### config.mk
export PLATFORM = sky130hd
export DESIGN_NAME = lf_spi_cmd_tx
export DESIGN_NICKNAME = d
export VERILOG_FILES = /design/src/rtl/lf_cmd_pkg.sv /design/src/rtl/lf_cmd_fifo.sv /design/src/rtl/lf_spi_cmd_tx.sv
export SDC_FILE = /design/constraint.sdc
export NUM_CORES = 1
export LEC_CHECK = 0
export ABC_AREA = 1
export ABC_CLOCK_PERIOD_IN_PS = 2830
export BUFFER_PORTS_ARGS = -buffer_cell sky130_fd_sc_hd__buf_4
export CAP_MARGIN = 15
export CORE_MARGIN = 2
export CORE_UTILIZATION = 25
export CTS_CLUSTER_SIZE = 30
export DETAILED_ROUTE_END_ITERATION = 6
export PLACE_DENSITY = 0.45
export REMOVE_ABC_BUFFERS = 1
export SYNTH_ARGS = -nofsm -noshare
export SYNTH_HDL_FRONTEND = slang
export SYNTH_SLANG_ARGS = --single-unit
export TNS_END_PERCENT = 100
### constraint.sdc
create_clock -name pck0 -period 2.83 [get_ports pck0]
set_input_delay 0.1415 -clock pck0 [delete_from_list [all_inputs] [get_ports pck0]]
set_output_delay 0.1415 -clock pck0 [all_outputs]
set_load 0.02 [all_outputs]
### src/rtl/lf_cmd_pkg.sv
// Shared definitions for the LF configuration command SPI master: opcodes,
// FSM encoding and the 16-bit command word layout.
package lf_cmd_pkg;

  localparam logic [3:0] CMD_SET_CONF       = 4'b0001;
  localparam logic [3:0] CMD_SET_DIVISOR    = 4'b0010;
  localparam logic [3:0] CMD_SET_USER_BYTE1 = 4'b0011;

  localparam int FIFO_DEPTH = 4;
  localparam int ENTRY_W    = 12;
  localparam int WORD_W     = 16;

  typedef enum logic [2:0] {
    ST_IDLE,
    ST_SETUP,
    ST_HIGH,
    ST_LOW,
    ST_GAP
  } state_e;

  function automatic logic op_legal(input logic [3:0] op);
    return (op == CMD_SET_CONF) || (op == CMD_SET_DIVISOR) ||
           (op == CMD_SET_USER_BYTE1);
  endfunction

  // The FIFO holds only {op, data}; the zero nibble is reinserted here.
  function automatic logic [WORD_W-1:0] pack_word(input logic [3:0] op,
                                                  input logic [7:0] data);
    return {op, 4'b0000, data};
  endfunction

endpackage

### src/rtl/lf_cmd_fifo.sv
// 4-entry first-word-fall-through command FIFO; rd_data always shows the
// oldest entry while empty is low.
module lf_cmd_fifo
  import lf_cmd_pkg::*;
(
  input  logic               pck0,
  input  logic               nreset,
  input  logic               push,
  input  logic [ENTRY_W-1:0] wr_data,
  input  logic               pop,
  output logic [ENTRY_W-1:0] rd_data,
  output logic               full,
  output logic               empty
);

  logic [ENTRY_W-1:0] mem_q [FIFO_DEPTH];
  logic [1:0]         wr_ptr_q, wr_ptr_d;
  logic [1:0]         rd_ptr_q, rd_ptr_d;
  logic [2:0]         count_q, count_d;
  logic               do_push, do_pop;

  assign full    = (count_q == 3'(FIFO_DEPTH));
  assign empty   = (count_q == 3'd0);
  assign rd_data = mem_q[rd_ptr_q];

  always_comb begin
    do_push  = push && !full;
    do_pop   = pop && !empty;
    wr_ptr_d = wr_ptr_q + {1'b0, do_push};
    rd_ptr_d = rd_ptr_q + {1'b0, do_pop};
    count_d  = count_q + {2'b00, do_push} - {2'b00, do_pop};
  end

  // NOTE: sequential state uses non-blocking (<=) so every flop samples
  // pre-edge values regardless of block ordering.
  always_ff @(posedge pck0 or negedge nreset) begin
    if (!nreset) begin
      wr_ptr_q <= '0;
      rd_ptr_q <= '0;
      count_q  <= '0;
    end else begin
      wr_ptr_q <= wr_ptr_d;
      rd_ptr_q <= rd_ptr_d;
      count_q  <= count_d;
    end
  end

  // NOTE: storage is deliberately not reset; the pointers and count make
  // stale contents unreachable, and a reset would block RAM inference.
  always_ff @(posedge pck0) begin
    if (do_push) begin
      mem_q[wr_ptr_q] <= wr_data;
    end
  end

endmodule

### src/rtl/lf_spi_cmd_tx.sv
// SPI master that queues host commands and shifts them out as 16-bit words
// on spck/mosi/ncs, capturing miso into a readback word per transfer.
module lf_spi_cmd_tx
  import lf_cmd_pkg::*;
#(
  parameter int CLK_DIV  = 4,
  parameter int NCS_IDLE = 4
) (
  input  logic        pck0,
  input  logic        nreset,
  input  logic        cmd_valid,
  output logic        cmd_ready,
  input  logic [3:0]  cmd_op,
  input  logic [7:0]  cmd_data,
  output logic        spck,
  output logic        mosi,
  output logic        ncs,
  input  logic        miso,
  output logic [15:0] rx_data,
  output logic        rx_valid,
  output logic        busy,
  output logic        err_op
);

  if (CLK_DIV < 1 || CLK_DIV > 255) begin : g_bad_clk_div
    $error("lf_spi_cmd_tx: CLK_DIV must be in 1..255");
  end
  if (NCS_IDLE < 1 || NCS_IDLE > 255) begin : g_bad_ncs_idle
    $error("lf_spi_cmd_tx: NCS_IDLE must be in 1..255");
  end

  localparam logic [7:0] DIV_LAST = 8'(CLK_DIV - 1);
  localparam logic [7:0] GAP_LAST = 8'(NCS_IDLE - 1);

  state_e             state_q, state_d;
  logic [7:0]         phase_q, phase_d;
  logic [3:0]         bit_cnt_q, bit_cnt_d;
  logic               last_q, last_d;
  logic [WORD_W-1:0]  tx_sr_q, tx_sr_d;
  logic [WORD_W-1:0]  rx_sr_q, rx_sr_d;
  logic [WORD_W-1:0]  rx_data_q, rx_data_d;
  logic               spck_q, spck_d;
  logic               mosi_q, mosi_d;
  logic               ncs_q, ncs_d;
  logic               rx_valid_q, rx_valid_d;
  logic               err_op_q, err_op_d;

  logic               cmd_hs, fifo_push, fifo_pop;
  logic               fifo_full, fifo_empty, phase_done;
  logic [ENTRY_W-1:0] fifo_rd;

  assign cmd_ready = !fifo_full;
  assign cmd_hs    = cmd_valid && cmd_ready;
  assign fifo_push = cmd_hs && op_legal(cmd_op);
  assign phase_done = (phase_q == 8'd0);

  lf_cmd_fifo u_fifo (
    .pck0    (pck0),
    .nreset  (nreset),
    .push    (fifo_push),
    .wr_data ({cmd_op, cmd_data}),
    .pop     (fifo_pop),
    .rd_data (fifo_rd),
    .full    (fifo_full),
    .empty   (fifo_empty)
  );

  always_comb begin
    // NOTE: every signal gets a default first so no path through the case
    // leaves one unassigned, which would infer a latch.
    state_d    = state_q;
    phase_d    = phase_q;
    bit_cnt_d  = bit_cnt_q;
    last_d     = last_q;
    tx_sr_d    = tx_sr_q;
    rx_sr_d    = rx_sr_q;
    rx_data_d  = rx_data_q;
    spck_d     = spck_q;
    mosi_d     = mosi_q;
    ncs_d      = ncs_q;
    rx_valid_d = 1'b0;
    err_op_d   = cmd_hs && !op_legal(cmd_op);
    fifo_pop   = 1'b0;

    case (state_q)
      ST_IDLE: begin
        if (!fifo_empty) begin
          state_d   = ST_SETUP;
          fifo_pop  = 1'b1;
          tx_sr_d   = pack_word(fifo_rd[11:8], fifo_rd[7:0]);
          mosi_d    = tx_sr_d[WORD_W-1];
          ncs_d     = 1'b0;
          phase_d   = DIV_LAST;
          bit_cnt_d = 4'd15;
          last_d    = 1'b0;
        end
      end

      ST_SETUP: begin
        if (phase_done) begin
          state_d = ST_HIGH;
          spck_d  = 1'b1;
          rx_sr_d = {rx_sr_q[WORD_W-2:0], miso};
          phase_d = DIV_LAST;
        end else begin
          phase_d = phase_q - 8'd1;
        end
      end

      ST_HIGH: begin
        if (phase_done) begin
          state_d = ST_LOW;
          spck_d  = 1'b0;
          phase_d = DIV_LAST;
          // bit_cnt tracks the bit on mosi; once bit 0 has been clocked the
          // LOW phase now starting is the final one of the word.
          if (bit_cnt_q != 4'd0) begin
            bit_cnt_d = bit_cnt_q - 4'd1;
            mosi_d    = tx_sr_q[WORD_W-2];
            tx_sr_d   = {tx_sr_q[WORD_W-2:0], 1'b0};
          end else begin
            last_d = 1'b1;
          end
        end else begin
          phase_d = phase_q - 8'd1;
        end
      end

      ST_LOW: begin
        if (phase_done) begin
          if (last_q) begin
            state_d    = ST_GAP;
            ncs_d      = 1'b1;
            rx_data_d  = rx_sr_q;
            rx_valid_d = 1'b1;
            phase_d    = GAP_LAST;
          end else begin
            state_d = ST_HIGH;
            spck_d  = 1'b1;
            rx_sr_d = {rx_sr_q[WORD_W-2:0], miso};
            phase_d = DIV_LAST;
          end
        end else begin
          phase_d = phase_q - 8'd1;
        end
      end

      ST_GAP: begin
        if (phase_done) begin
          state_d = ST_IDLE;
        end else begin
          phase_d = phase_q - 8'd1;
        end
      end

      default: begin
        state_d = ST_IDLE;
        ncs_d   = 1'b1;
        spck_d  = 1'b0;
      end
    endcase
  end

  always_ff @(posedge pck0 or negedge nreset) begin
    if (!nreset) begin
      state_q    <= ST_IDLE;
      phase_q    <= '0;
      bit_cnt_q  <= '0;
      last_q     <= 1'b0;
      tx_sr_q    <= '0;
      rx_sr_q    <= '0;
      rx_data_q  <= '0;
      spck_q     <= 1'b0;
      mosi_q     <= 1'b0;
      ncs_q      <= 1'b1;
      rx_valid_q <= 1'b0;
      err_op_q   <= 1'b0;
    end else begin
      state_q    <= state_d;
      phase_q    <= phase_d;
      bit_cnt_q  <= bit_cnt_d;
      last_q     <= last_d;
      tx_sr_q    <= tx_sr_d;
      rx_sr_q    <= rx_sr_d;
      rx_data_q  <= rx_data_d;
      spck_q     <= spck_d;
      mosi_q     <= mosi_d;
      ncs_q      <= ncs_d;
      rx_valid_q <= rx_valid_d;
      err_op_q   <= err_op_d;
    end
  end

  assign spck     = spck_q;
  assign mosi     = mosi_q;
  assign ncs      = ncs_q;
  assign rx_data  = rx_data_q;
  assign rx_valid = rx_valid_q;
  assign err_op   = err_op_q;
  assign busy     = !fifo_empty || (state_q != ST_IDLE);

endmodule

Word-level counts from Yosys, hierarchy flattened
Memory sizes are Yosys's and may differ from the RTL's.
Cells that the tools add are included.
{"block": "totals", "regBits": 75, "mem_bits_rw": 48, "input_bits": 16, "out_inout_bits": 23, "word_cells": 118, "n_memories": 1}
{"block": "classes", "n_addsub": 6, "n_eq_ne": 18, "mux": 46, "n_bitwise": 2, "reduce_logical": 30}
{"memory": "u_fifo.mem_q", "words": 4, "width": 12, "rd": 1, "rd_ports_with_merged_regs": 0, "write_ports": 1, "line_no": "lf_cmd_fifo.sv:16", "rtl": "logic [ENTRY_W-1:0] mem_q [FIFO_DEPTH];"}
{"operator": "$mux W16", "n": 3}
{"operator": "$mux W15", "n": 3}
{"operator": "$pmux W16 S2", "n": 1}
{"operator": "$pmux W15 S2", "n": 1}
{"operator": "$mux W8", "n": 3}
{"operator": "$pmux W8 S3", "n": 1}
{"operator": "$ne A2 B2 Y1 const B", "n": 10}
{"operator": "$mux W1", "n": 19}
{"operator": "$mux W3", "n": 6}
{"operator": "$reduce_and A4 Y1", "n": 4}
{"operator": "$pmux W3 S5", "n": 1}
{"operator": "$mux W4", "n": 3}
{"operator": "$reduce_and A5 Y1", "n": 2}
{"operator": "$eq A4 B2 Y1 const B", "n": 2}
{"operator": "$logic_not A8 Y1", "n": 1}
{"operator": "$pmux W4 S2", "n": 1}
{"operator": "$sub A8 B1 Y8 const B", "n": 1}
{"operator": "$eq A3 B2 Y1 const B", "n": 2}
{"operator": "$eq A3 B3 Y1 const B", "n": 2}
{"operator": "$logic_not A3 Y1", "n": 2}
{"operator": "$reduce_and A3 Y1", "n": 2}
{"operator": "$reduce_bool A3 Y1", "n": 2}
{"operator": "$reduce_or A3 Y1", "n": 2}
{"operator": "$logic_and A1 B1 Y1", "n": 5}
{"operator": "15 further kinds", "n": 23}

Logic depth before layout (Yosys ltp)
{"block": "depth", "word_depth": 7, "mapped_depth": 11, "ltp_nobuf": 10}

Modules after synthesis
Synthesis repeated with hierarchy kept, for this count alone.
{"block": "hier_totals", "cells_unflattened": 578, "area_unflattened_um2": 5440.2}
{"mod": "lf_spi_cmd_tx", "n_inst": 1, "cells_each": 404, "area_per_inst_um2": 3225.6, "seq_area_each_um2": 1702.9}
{"mod": "lf_cmd_fifo", "n_inst": 1, "cells_each": 174, "area_per_inst_um2": 2214.6, "seq_area_each_um2": 1616.6}

Worst setup path before layout
No wires, ideal clock.
{"block": "synth_timing", "kind": "reg-to-reg", "from": "reg state_q[0]", "to": "reg u_fifo.count_q[2]", "setup_ps": 123, "t_arrival_ps": 1925, "required_time_ps": 2707, "path_slack_ps": 783, "stages_incl_launch_ff": 10, "path_buffers": 0, "synth_period_minus_slack_ps": 2047, "cell_sequence": "dfrtp_1 > nor2_1 > nand2_1 > nor2_1 > ha_1 > inv_1 > ha_1 > inv_1 > fa_1 > xnor2_1"}
{"block": "synth_via", "elab_chain_len": 4}
{"item": "start: declaration", "line_no": "lf_spi_cmd_tx.sv:35", "rtl": "state_e state_q, state_d;"}
{"item": "start signal: assignment", "line_no": "lf_spi_cmd_tx.sv:179", "rtl": "state_q <= state_d;"}
{"item": "$logic_not A3 Y1", "line_no": "lf_spi_cmd_tx.sv:85", "rtl": "case (state_q)"}
{"item": "$mux W1", "line_no": "lf_spi_cmd_tx.sv:85"}
{"item": "$logic_and A1 B1 Y1", "line_no": "lf_cmd_fifo.sv:28", "rtl": "do_pop = pop && !empty;"}
{"item": "$sub A3 B1 Y3", "line_no": "lf_cmd_fifo.sv:31", "rtl": "count_d = count_q + {2'b00, do_push} - {2'b00, do_pop};"}
{"item": "net u_fifo.count_d[2]", "line_no": "lf_cmd_fifo.sv:19", "rtl": "logic [2:0] count_q, count_d;"}
{"item": "end signal: assignment", "line_no": "lf_cmd_fifo.sv:44", "rtl": "count_q <= count_d;"}
{"item": "end: declaration", "line_no": "lf_cmd_fifo.sv:19"}
The timed path passes the listed nets, and every way through them passes these cells.
A chain may end at the register's enable or synchronous reset.

Final worst setup path
{"block": "layout_timing", "from": "reg state_q[0]", "to": "reg u_fifo.count_q[1]"}
The elaborated chain is that of the path after synthesis.

==> results.toml <==
[floorplan]
core-area_um2 = 21000
die_area_um2 = 22500
die_y_um = 150
placementRows = 53
die_w_um = 150
start_util = 0.254
io-pin-count = 39

[global_routing]
gr-usage-met3 = 0.0305
grt_max_degree = 76
overflow = 0
grt_use_met1 = 0.138
busiest_layer = "met2"
antenna_found_initial = 0
grt_pass1_vias = 3752
grt_use_met2 = 0.176
grtUsageTotal = 0.109
grt_pass1_wl_um = 19100

[place]
dp_hpwl_um = 7290
io_buffer_count = 38
globalplace.congestion = 0.792
place_area_um2 = 5930

[pwr]
cellLeakagePower_uw = 0.00298
power-per-cell-area_nw_per_um2 = 621
ir_drop_v = 0.000418

[final_layout]
final_area_um2 = 6580
insertedDiodeCount = 0
multi_input_area_um2 = 1720
fillCellCount = 2208
ff_latch_area_um2 = 3320
finalNetCount = 645
syn_to_final_growth_pct = 23.7
drive_gt1_frac = 0.152
utilization = 0.314

[clocking]
cts.clk_slew.worst_paths_ns = 0.05
cts.path.max_buffers = 2
cts_made_buffers = 17
cts_setup_buffers = 0
cts-root-buf = "clkbuf_16"
htreeDepth = 4
insertion_delay_ns = 0.41
cts.sinks = 123
cts_tree = "built"

[synth]
ys_types = 28
synth_seq_area_share = 0.624
async_flop_share = 0.610
syn_area_per_cell_um2 = 9.54
synth_edf_count = 48
synthFlopType = "dfrtp_1"
ys_warn_count = 0
syn-instance-count = 558
syn-cell-area_um2 = 5320
ys_ff_latch = 123

[critical_path]
crit_path_frequent_cell = "inv_1"
critPathTopFamily = "adder cells"
required_ns = 3.13
startpoint_type = "register"
crit_fanout = 6
cp_slowest_stage_delay_ns = 0.48
crit_type = "reg -> reg"
arrival_ns = 2.38
worstPathCellList = "nor2_1 -> nand2_1 -> nor2_1 -> ha_1 -> inv_1 -> ha_1 -> inv_1 -> fa_1 -> inv_1"
cpMaxStageDelayCell = "fa_1"
crit_buf_inv = 3
crit_path_end_kind = "register"

[job]
drv_cap = 0

[run_status]
status = "finished, final reports clean"

[sta]
finalSetupViolations = 0
fmax_mhz = 481
fin_crit_ns = 2.08
tightest_slew_ns = 0.966
post-route-period-util = 0.734
maxSlewViolCount = 0
rsz0062_at_grt = "no"
fin_skew_ns = 0.00767
hold_violations = 0
relSlewSlack = 0.356
setup_tns_ns = 0

[drt]
via_per_inst = 4.27
drt_wl_total_um = 11400
vias = 3876
drt_iter0_drc = 193
drc = 0
antenna_left = 0
drt_pass1_iterations = 5
wire_per_inst_um = 12.6

[worst_hold_path]
hold_class = "in -> reg"
[cell usage after synthesis, types with 3 or more instances]
cell type,n,area [um^2]
nand2_1,195,732
dfrtp_1,74,1850
edfxtp_1,48,1440
inv_1,48,180
nand3_1,48,240
o21ai_0,40,200
nor2_1,32,120
clkbuf_1,14,52.6
ha_1,8,100
a21oi_1,7,35.0
o21ai_2,7,61.3
nand4_1,6,37.5
xor2_1,5,43.8
nor2_2,4,25.0
nand2_2,3,18.8
nor2_4,3,33.8
[cell usage in the layout, fill, tap and decap left out, types with 3 or more instances in the layout]
| master | instances |
|---|---|
| o21ai_2 | 7 |
| buf_4 | 47 |
| nor2_2 | 4 |
| edfxtp_1 | 48 |
| o21ai_0 | 40 |
| nand2_2 | 3 |
| clkinvlp_4 | 5 |
| ha_1 | 8 |
| xor2_1 | 5 |
| nand3_1 | 48 |
| nor2_1 | 32 |
| nor2_4 | 3 |
| clkinv_2 | 3 |
| inv_1 | 48 |
| a21oi_1 | 7 |
| dlygate4sd3_1 | 14 |
| nand4_1 | 6 |
| nand2_1 | 195 |
| dfrtp_1 | 74 |
| clkbuf_16 | 17 |
[layer usage]
metal	wire (um)	up-vias
met5	0	-
met4	234	0
met3	370	18
met2	5500	60
met1	5280	1870
li1	-	1928
[power by group]
part / internal, uW / switching [uW] / leakage (uW)
clock: 1100 / 773 / 0.000236
sequential: 1930 / 47.8 / 0.00139
combinational: 99.4 / 132 / 0.00135
[per-stage QoR]
step / total power (uW) / std cells / hold WS [ns] / setup WS, ns
after global placement: 2220 / 862 / 0.343 / 0.802
after CTS: 4140 / 907 / 0.00647 / 0.737
after detailed placement: 2240 / 862 / 0.347 / 0.748
after global routing: 4260 / 907 / 0.0208 / 0.530
final: 4090 / 907 / 0.0202 / 0.752
after floorplan: 2130 / 540 / -0.154 / 0.783
[final timing paths]
kind	depth (start not counted)	from	end	slack [ns]
worst max-delay path	9	state_q[0]	u_fifo.count_q[1]	0.75
min in group asynchronous	2	nreset	rx_data[15]	0.44
worst min-delay path	3	cmd_valid	err_op	0.02
worst min register to register	2	ncs	ncs	0.47
worst max register to register	9	state_q[0]	u_fifo.count_q[1]	0.75
max in group asynchronous	2	nreset	tx_sr_q[5]	1.78
[kinds of logic (layout without fill, tap and decap cells)]
group,Yosys count,after routing,synth area share
fa+ha+maj,9,9,0.0226
buf+inv,69,143,0.0529
simple gates,293,293,0.230
xor+xnor,7,7,0.0115
compound gates,57,57,0.0595
flops,123,123,0.624
[repair_timing]
item                                   4_1_cts  5_1_grt
hold buffers                                14        0
resized for setup                            0        0
endpoints found under the hold margin      123        0
[worst reg2reg max path, stage by stage (launching register included)]
cell and delay (ns):
dfrtp_1 0.45, nor2_1 0.24, nand2_1 0.14, nor2_1 0.16, ha_1 0.24, inv_1 0.05
ha_1 0.13, inv_1 0.05, fa_1 0.48, inv_1 0.04
[registers in the layout, summed over array words and instances (netlist names)]
signal	cells
u_fifo.count_q	3
last_q	1
ncs	1
rx_data	16
u_fifo.rd_ptr_q	2
bit_cnt_q	4
u_fifo.wr_ptr_q	2
u_fifo.mem_q	48
err_op	1
rx_sr_q	16
phase_q	8
tx_sr_q	15
spck	1
state_q	3
mosi	1
rx_valid	1
[final cells by class]
class | instances | share of cell area
Sequential cell | 123 | 0.504
Multi-Input combinational cell | 366 | 0.262
Timing Repair Buffer | 61 | 0.0749
Clock buffer | 19 | 0.0658
Tap cell | 275 | 0.0523
Inverter | 51 | 0.0295
Clock inverter | 12 | 0.0118
Power figures use the tool's default switching activity.
